[config.mk]
export PLATFORM = sky130hd
export DESIGN_NAME = vm_dispense_ctrl
export DESIGN_NICKNAME = d
export VERILOG_FILES = /design/src/rtl/vm_disp_pkg.sv /design/src/rtl/vm_disp_watchdog.sv /design/src/rtl/vm_dispense_ctrl.sv
export SDC_FILE = /design/constraint.sdc
export NUM_CORES = 1
export LEC_CHECK = 0
export BUFFER_PORTS_ARGS = -buffer_cell sky130_fd_sc_hd__buf_2
export CORE_ASPECT_RATIO = 1.75
export CORE_MARGIN = 5
export CORE_UTILIZATION = 25
export CTS_BUF_LIST = sky130_fd_sc_hd__clkbuf_8 sky130_fd_sc_hd__clkbuf_16
export DETAILED_ROUTE_END_ITERATION = 8
export SLEW_MARGIN = 15
export SYNTH_ARGS = -nofsm -noshare
export SYNTH_HDL_FRONTEND = slang
export SYNTH_HIERARCHICAL = 1
export SYNTH_SLANG_ARGS = --single-unit
export TNS_END_PERCENT = 20
[constraint.sdc]
create_clock -name clk -period 5.2 [get_ports clk]
set_input_delay 1.04 -clock clk [delete_from_list [all_inputs] [get_ports clk]]
set_output_delay 1.04 -clock clk [all_outputs]
set_load 0.05 [all_outputs]
[src/rtl/vm_disp_pkg.sv]
// Shared types for the vending-machine dispense controller:
// FSM states, dispense unit codes, slot storage and a slot scanner.
package vm_disp_pkg;

    localparam int NUM_SLOTS = 6;

    typedef enum logic [1:0] {
        ST_IDLE,
        ST_CAPTURE,
        ST_DISPENSE
    } state_e;

    typedef enum logic [2:0] {
        DT_ITEM = 3'd0,
        DT_50   = 3'd1,
        DT_20   = 3'd2,
        DT_10   = 3'd3,
        DT_5    = 3'd4,
        DT_1    = 3'd5
    } disp_type_e;

    typedef logic [NUM_SLOTS-1:0][3:0] slots_t;
    typedef logic [NUM_SLOTS-1:0][5:0] sold_t;

    typedef struct packed {
        logic       found;
        logic [2:0] idx;
    } pick_t;

    // Lowest-index nonzero slot; slot index doubles as the disp_type code.
    function automatic pick_t first_nz(input slots_t s);
        pick_t p;
        p = '0;
        for (int i = NUM_SLOTS - 1; i >= 0; i--) begin
            if (s[i] != 4'd0) begin
                p.found = 1'b1;
                p.idx   = 3'(i);
            end
        end
        return p;
    endfunction

endpackage

[src/rtl/vm_disp_watchdog.sv]
// Dispense handshake watchdog: counts consecutive stalled cycles.
// Only built when VM_DISP_TIMEOUT_EN is defined.
`ifdef VM_DISP_TIMEOUT_EN
module vm_disp_watchdog #(
    parameter int TIMEOUT_CYC = 255
) (
    input  logic clk,
    input  logic rst_n,
    input  logic run,
    output logic fire
);

    logic [7:0] cnt_q;
    logic [7:0] cnt_d;

    always_comb begin
        cnt_d = run ? cnt_q + 8'd1 : 8'd0;
    end

    always_ff @(posedge clk) begin
        if (!rst_n) begin
            cnt_q <= 8'd0;
        end else begin
            cnt_q <= cnt_d;
        end
    end

    // Fires during the TIMEOUT_CYC-th consecutive stalled cycle.
    assign fire = run && (cnt_q == 8'(TIMEOUT_CYC - 1));

endmodule
`endif

[src/rtl/vm_dispense_ctrl.sv]
// Captures the 6-beat VM result burst and drives the dispenser handshake.
// Optional stall watchdog enabled by defining VM_DISP_TIMEOUT_EN.
module vm_dispense_ctrl
  import vm_disp_pkg::*;
#(
  parameter int TIMEOUT_CYC = 255
) (
  input  logic       clk,
  input  logic       rst_n,
  input  logic       in_valid,
  input  logic [3:0] in_result,
  input  logic [5:0] in_num,
  input  logic       disp_ready,
  output logic       disp_valid,
  output logic [2:0] disp_type,
  output logic [2:0] disp_item,
  output logic       busy,
  output logic       done,
  output logic       err_overrun,
  output logic       err_short,
  output logic       err_timeout,
  input  logic [2:0] q_idx,
  output logic [5:0] q_num
);

  state_e     state_q, state_d;
  logic [2:0] beat_q, beat_d;
  slots_t     slot_q, slot_d;
  sold_t      sold_tmp_q, sold_tmp_d;
  sold_t      sold_q, sold_d;
  logic       dv_q, dv_d;
  logic [2:0] dt_q, dt_d;
  logic [2:0] di_q, di_d;
  logic       done_q, done_d;
  logic       ovr_q, ovr_d;
  logic       short_q, short_d;
  logic       hold_q, hold_d;
  pick_t      pick;

`ifdef VM_DISP_TIMEOUT_EN
  logic tmo_q, tmo_d;
  logic wd_fire;

  vm_disp_watchdog #(
    .TIMEOUT_CYC(TIMEOUT_CYC)
  ) u_wd (
    .clk  (clk),
    .rst_n(rst_n),
    .run  (dv_q && !disp_ready),
    .fire (wd_fire)
  );

  assign err_timeout = tmo_q;
`else
  assign err_timeout = 1'b0;
`endif

  always_comb begin
    state_d    = state_q;
    beat_d     = beat_q;
    slot_d     = slot_q;
    sold_tmp_d = sold_tmp_q;
    sold_d     = sold_q;
    dv_d       = dv_q;
    dt_d       = dt_q;
    di_d       = di_q;
    done_d     = 1'b0;
    ovr_d      = ovr_q;
    short_d    = short_q;
    hold_d     = hold_q && in_valid;
    pick       = '0;
`ifdef VM_DISP_TIMEOUT_EN
    tmo_d      = tmo_q;
`endif
    unique case (state_q)
      ST_IDLE: begin
        dv_d = 1'b0;
        if (in_valid && hold_q) begin
          ovr_d = 1'b1;
        end else if (in_valid) begin
          slot_d[0]     = in_result;
          sold_tmp_d[0] = in_num;
          beat_d        = 3'd1;
          state_d       = ST_CAPTURE;
        end
      end
      ST_CAPTURE: begin
        if (!in_valid) begin
          short_d = 1'b1;
          slot_d  = '0;
          beat_d  = 3'd0;
          state_d = ST_IDLE;
        end else begin
          slot_d[beat_q]     = in_result;
          sold_tmp_d[beat_q] = in_num;
          beat_d             = beat_q + 3'd1;
          if (beat_q == 3'(NUM_SLOTS - 1)) begin
            sold_d = sold_tmp_d;
            beat_d = 3'd0;
            hold_d = 1'b1;
            pick   = first_nz(slot_d);
            if (pick.found) begin
              dv_d    = 1'b1;
              dt_d    = pick.idx;
              di_d    = (pick.idx == 3'(DT_ITEM)) ?
                        slot_d[0][2:0] : 3'd0;
              state_d = ST_DISPENSE;
            end else begin
              done_d  = 1'b1;
              state_d = ST_IDLE;
            end
          end
        end
      end
      ST_DISPENSE: begin
        if (in_valid) begin
          ovr_d  = 1'b1;
          hold_d = 1'b1;
        end
        if (dv_q && disp_ready) begin
          if (dt_q == 3'(DT_ITEM)) begin
            slot_d[0] = 4'd0;
          end else if (slot_d[dt_q] != 4'd0) begin
            slot_d[dt_q] = slot_d[dt_q] - 4'd1;
          end
          pick = first_nz(slot_d);
          if (pick.found) begin
            dv_d = 1'b1;
            dt_d = pick.idx;
            di_d = (pick.idx == 3'(DT_ITEM)) ?
                   slot_d[0][2:0] : 3'd0;
          end else begin
            dv_d    = 1'b0;
            dt_d    = 3'd0;
            di_d    = 3'd0;
            done_d  = 1'b1;
            state_d = ST_IDLE;
          end
        end
`ifdef VM_DISP_TIMEOUT_EN
        if (wd_fire) begin
          tmo_d   = 1'b1;
          dv_d    = 1'b0;
          dt_d    = 3'd0;
          di_d    = 3'd0;
          slot_d  = '0;
          state_d = ST_IDLE;
        end
`endif
      end
      default: begin
        state_d = ST_IDLE;
      end
    endcase
  end

  always_ff @(posedge clk) begin
    if (!rst_n) begin
      state_q    <= ST_IDLE;
      beat_q     <= 3'd0;
      slot_q     <= '0;
      sold_tmp_q <= '0;
      sold_q     <= '0;
      dv_q       <= 1'b0;
      dt_q       <= 3'd0;
      di_q       <= 3'd0;
      done_q     <= 1'b0;
      ovr_q      <= 1'b0;
      short_q    <= 1'b0;
      hold_q     <= 1'b0;
`ifdef VM_DISP_TIMEOUT_EN
      tmo_q      <= 1'b0;
`endif
    end else begin
      state_q    <= state_d;
      beat_q     <= beat_d;
      slot_q     <= slot_d;
      sold_tmp_q <= sold_tmp_d;
      sold_q     <= sold_d;
      dv_q       <= dv_d;
      dt_q       <= dt_d;
      di_q       <= di_d;
      done_q     <= done_d;
      ovr_q      <= ovr_d;
      short_q    <= short_d;
      hold_q     <= hold_d;
`ifdef VM_DISP_TIMEOUT_EN
      tmo_q      <= tmo_d;
`endif
    end
  end

  always_comb begin
    q_num = 6'd0;
    if (q_idx != 3'd0 && q_idx != 3'd7) begin
      q_num = sold_q[q_idx - 3'd1];
    end
  end

  assign disp_valid  = dv_q;
  assign disp_type   = dt_q;
  assign disp_item   = di_q;
  assign busy        = (state_q != ST_IDLE);
  assign done        = done_q;
  assign err_overrun = ovr_q;
  assign err_short   = short_q;

endmodule

==> flow_metrics.tcl <==
set metrics [dict create \
    antenna_found_initial 0 \
    swShare_pct 38.0 \
    synthFlopType "dfxtp_1" \
    grt_max_degree 62 \
    dp_hpwl_microns 13900 \
    cts_tree "built" \
    max_cap_viol_count 0 \
    reg2reg_depth 13 \
    crit_arrival_ns 4.73 \
    worstHoldEndpoint "sold_q[13]" \
    use_met2_pct 25.8 \
    worst_clock_skew_ns 0.0177 \
    crit_family "compound AO/OA/AOI/OAI gates" \
    worstHoldPathCells 2 \
    post-route-period-util_pct 85.5 \
    clk_latency_ns 0.36 \
    worst_r2r_endpoint "state_q[1]" \
    portBuffers 33 \
    start_kind "flop" \
    fin_tns_setup_ns 0 \
    cp_cell_sequence "and3b_1, a22oi_1, o21a_1, ha_1, inv_1, a221oi_4, a21oi_1, o21ai_0, o211ai_1, or4_4, o41a_1, or4_1, o21ai_1" \
    drive_gt1_share_pct 12.4 \
    critical-path-max-stage-delay_ns 0.73 \
    root_buffer "clkbuf_16" \
    slew_headroom_pct 31.8 \
    diodes 0 \
    ios 35 \
    finalSetupViolCount 0 \
    async_flop_share_pct 0 \
    run_status "completed" \
    final_hold_viol_count 0 \
    syn_to_final_growth_pct 11.8 \
    synth_seq_cells 106 \
    worstPathMaxFanout 18 \
    clkPwrFrac_pct 30.3 \
    cts.sinks 106 \
    gp_congestion 0.916 \
    synth.distinct_cells 68 \
    dr.first_iter.drc_count 403 \
    syn_nets 724 \
    max-vdd-ir-drop_v 0.000155 \
    synth_edf_count 0 \
    rsz0062_at_grt "no" \
    grt_util_met3_pct 1.78 \
    drcViolationCount 0 \
    p_leak_nw 2.61 \
    core_sq_um 23900 \
    die_w_microns 128 \
    r2r_start "disp_type[1]" \
    clk_pin_slew_ns 0.09 \
    yosys_warnings 6 \
    p_comb_share_pct 29.4 \
    drt_first_pass_iters 5 \
    die_h_microns 216 \
    required_ns 5.48 \
    min_from "sold_tmp_q[13]" \
    period_needed_ns 4.45 \
    r2r_slack_ns 0.75 \
    viasPerCell 5.20 \
    routed-via-count 5248 \
    power_density_nw_per_um2 351 \
    worst_pin_slew_ns 1.02 \
    grt_pass1_vias 5218 \
    path_depth 13 \
    wl_microns 18800 \
    numCtsBuffers 9 \
    startpoint "disp_type[1]" \
    critPathBufInv 1 \
    nets 722 \
    cts_setup_buffers 0 \
    p_int_w 0.00147 \
    overflow 0 \
    power_switching_w 0.000904 \
    placementRows 75 \
    busiest_layer "met2" \
    finalMaxSlewViolations 0 \
    synth_area_sq_um 6060 \
    start_util_pct 25.3 \
    detail_route.wl_per_cell_microns 18.6 \
    max_freq_ghz 0.225 \
    die-area_sq_um 27600 \
    grt_pass1_wl_microns 28700 \
    slowest_stage "dfxtp_1" \
    final_antenna_net_count 0 \
    hold_buffers 0 \
    synth.avg_cell_area_sq_um 8.67 \
    cts_max_level 3 \
    cp-end-kind "flop" \
    seqPwrFrac_pct 40.3 \
    worst-setup-path-type "reg -> reg" \
    synth-seq-area-share_pct 35.0 \
    grtUsageTotal_pct 13.3 \
    fin_hold_ws_ns 0.463 \
    hp-class "reg -> reg" \
    cts_buffer_depth 2 \
    syn_inst 699 \
    postCtsResizedCells 0 \
    use_met1_pct 12.7 \
]
-- power by group through the flow --
stage	registers, W	clock network (W)	logic (W)
CTS	0.000954	0.000742	0.000696
global route	0.000962	0.000765	0.000751
detailed placement	0.000973	0	0.000693
floorplan	0.000955	0	0.000503
global placement	0.000972	0	0.000695
finish	0.000957	0.000720	0.000699
-- logic make-up (layout without fill, tap and decap cells) --
logic type / Yosys count / in the layout / synth area share [%]
adder cells (fa/ha/maj): 8 / 8 / 1.65
buffers and inverters: 67 / 70 / 4.75
AO/OA/AOI/OAI: 199 / 199 / 24.3
XOR/XNOR: 4 / 4 / 0.702
multiplexers: 78 / 78 / 14.7
flip-flops: 106 / 106 / 35.0
AND/OR/NAND/NOR: 236 / 236 / 18.9
other: 1 / 1 / 0.0618
-- worst register-to-register path, cell delays in order, from the launching register on --
cell and delay, ns:
dfxtp_1 0.73, and3b_1 0.39, a22oi_1 0.30, o21a_1 0.16, ha_1 0.31, inv_1 0.15, a221oi_4 0.30, a21oi_1 0.20
o21ai_0 0.11, o211ai_1 0.13, or4_4 0.56, o41a_1 0.45, or4_1 0.48, o21ai_1 0.09
-- sequential cells by signal, indices dropped and copies added, names as in the netlist --
signal / count
beat_q: 3
disp_item: 3
disp_type: 3
disp_valid: 1
done: 1
err_overrun: 1
err_short: 1
hold_q: 1
slot_q: 24
sold_q: 36
sold_tmp_q: 30
state_q: 2
-- layout make-up --
class	count	area [sq um]
fillers	2561	17200
multi-input cells	526	3670
flip-flops and latches	106	2120
well taps	308	385
repair buffers	40	230
clock buffers	9	225
clock inverters	7	96.3
inverters	14	52.6
-- worst max-delay path by stage --
| stage | to | slack, ns |
|---|---|---|
| 4_1_cts | state_q[1] | 0.78 |
| 6_report | state_q[1] | 0.75 |
| 3_3_place_gp | state_q[1] | 0.86 |
| 5_1_grt | state_q[1] | 0.52 |
| 2_1_floorplan | q_num[2] | 0.94 |
| 3_5_place_dp | state_q[1] | 0.80 |
-- layout by cell type, fill, tap and decap left out, drive strengths merged, types with 3 or more instances in the layout --
master   count
mux2i       55
mux4         7
a21boi      38
o211a       30
xnor2        3
a221o        3
nand2b       7
and3         3
clkinv       3
nand2      110
nand3b       4
a31oi        5
nor2b       29
nor3b        5
a21oi       19
nor2        30
o221ai      12
nor4         4
clkbuf       9
nand4        3
or4          8
mux2        16
o21ai       46
ha           8
dfxtp      106
buf         40
and2         6
a22oi        9
o21a         5
inv         18
nand3        8
nor3        12
o2111ai      3
o211ai       9
-- synth_stat cells (all sizes together), types with 2 or more instances --
| cell type | number | area, sq um |
|---|---|---|
| nor2 | 30 | 113 |
| inv | 14 | 52.6 |
| a221o | 3 | 30.0 |
| nand4 | 3 | 18.8 |
| nor2b | 29 | 181 |
| mux2 | 16 | 184 |
| or2 | 2 | 15.0 |
| and3 | 3 | 18.8 |
| mux2i | 55 | 551 |
| and3b | 2 | 17.5 |
| o22ai | 2 | 12.5 |
| dfxtp | 106 | 2120 |
| nor3b | 5 | 37.5 |
| ha | 8 | 100 |
| mux4 | 7 | 158 |
| nand2 | 110 | 413 |
| nand3b | 4 | 30.0 |
| o21a | 5 | 37.5 |
| a21boi | 38 | 285 |
| xnor2 | 3 | 33.8 |
| o2111ai | 3 | 32.5 |
| nand2b | 7 | 43.8 |
| buf | 10 | 73.8 |
| a221oi | 2 | 35.0 |
| and2 | 6 | 40.0 |
| a22oi | 9 | 67.6 |
| a21oi | 19 | 95.1 |
| o211a | 30 | 300 |
| o21ai | 46 | 230 |
| o221ai | 12 | 105 |
| clkbuf | 43 | 161 |
| o311a | 2 | 20.0 |
| nor4 | 4 | 25.0 |
| o22a | 2 | 17.5 |
| or4 | 8 | 63.8 |
| a31oi | 5 | 31.3 |
| nand3 | 8 | 40.0 |
| nor3 | 12 | 60.1 |
| o211ai | 9 | 67.6 |
-- routing by layer --
layer	share of wire, %	vias up
li1	-	2540
met4	6.7	0
met5	0	-
met2	54	167
met1	36	2469
met3	3.0	72
-- through the flow --
stage	cell area (sq um)	util, %	setup slack (ns)	std cells	power [W]
global placement	6460	27.0	0.865	994	0.00167
detailed placement	6460	27.0	0.804	994	0.00167
finish	6780	28.3	0.754	1010	0.00238
CTS	6780	28.3	0.776	1010	0.00239
floorplan	6060	-	0.943	699	0.00146
global route	6780	28.3	0.519	1010	0.00248
Note: power is estimated with default switching activity, not from simulation.
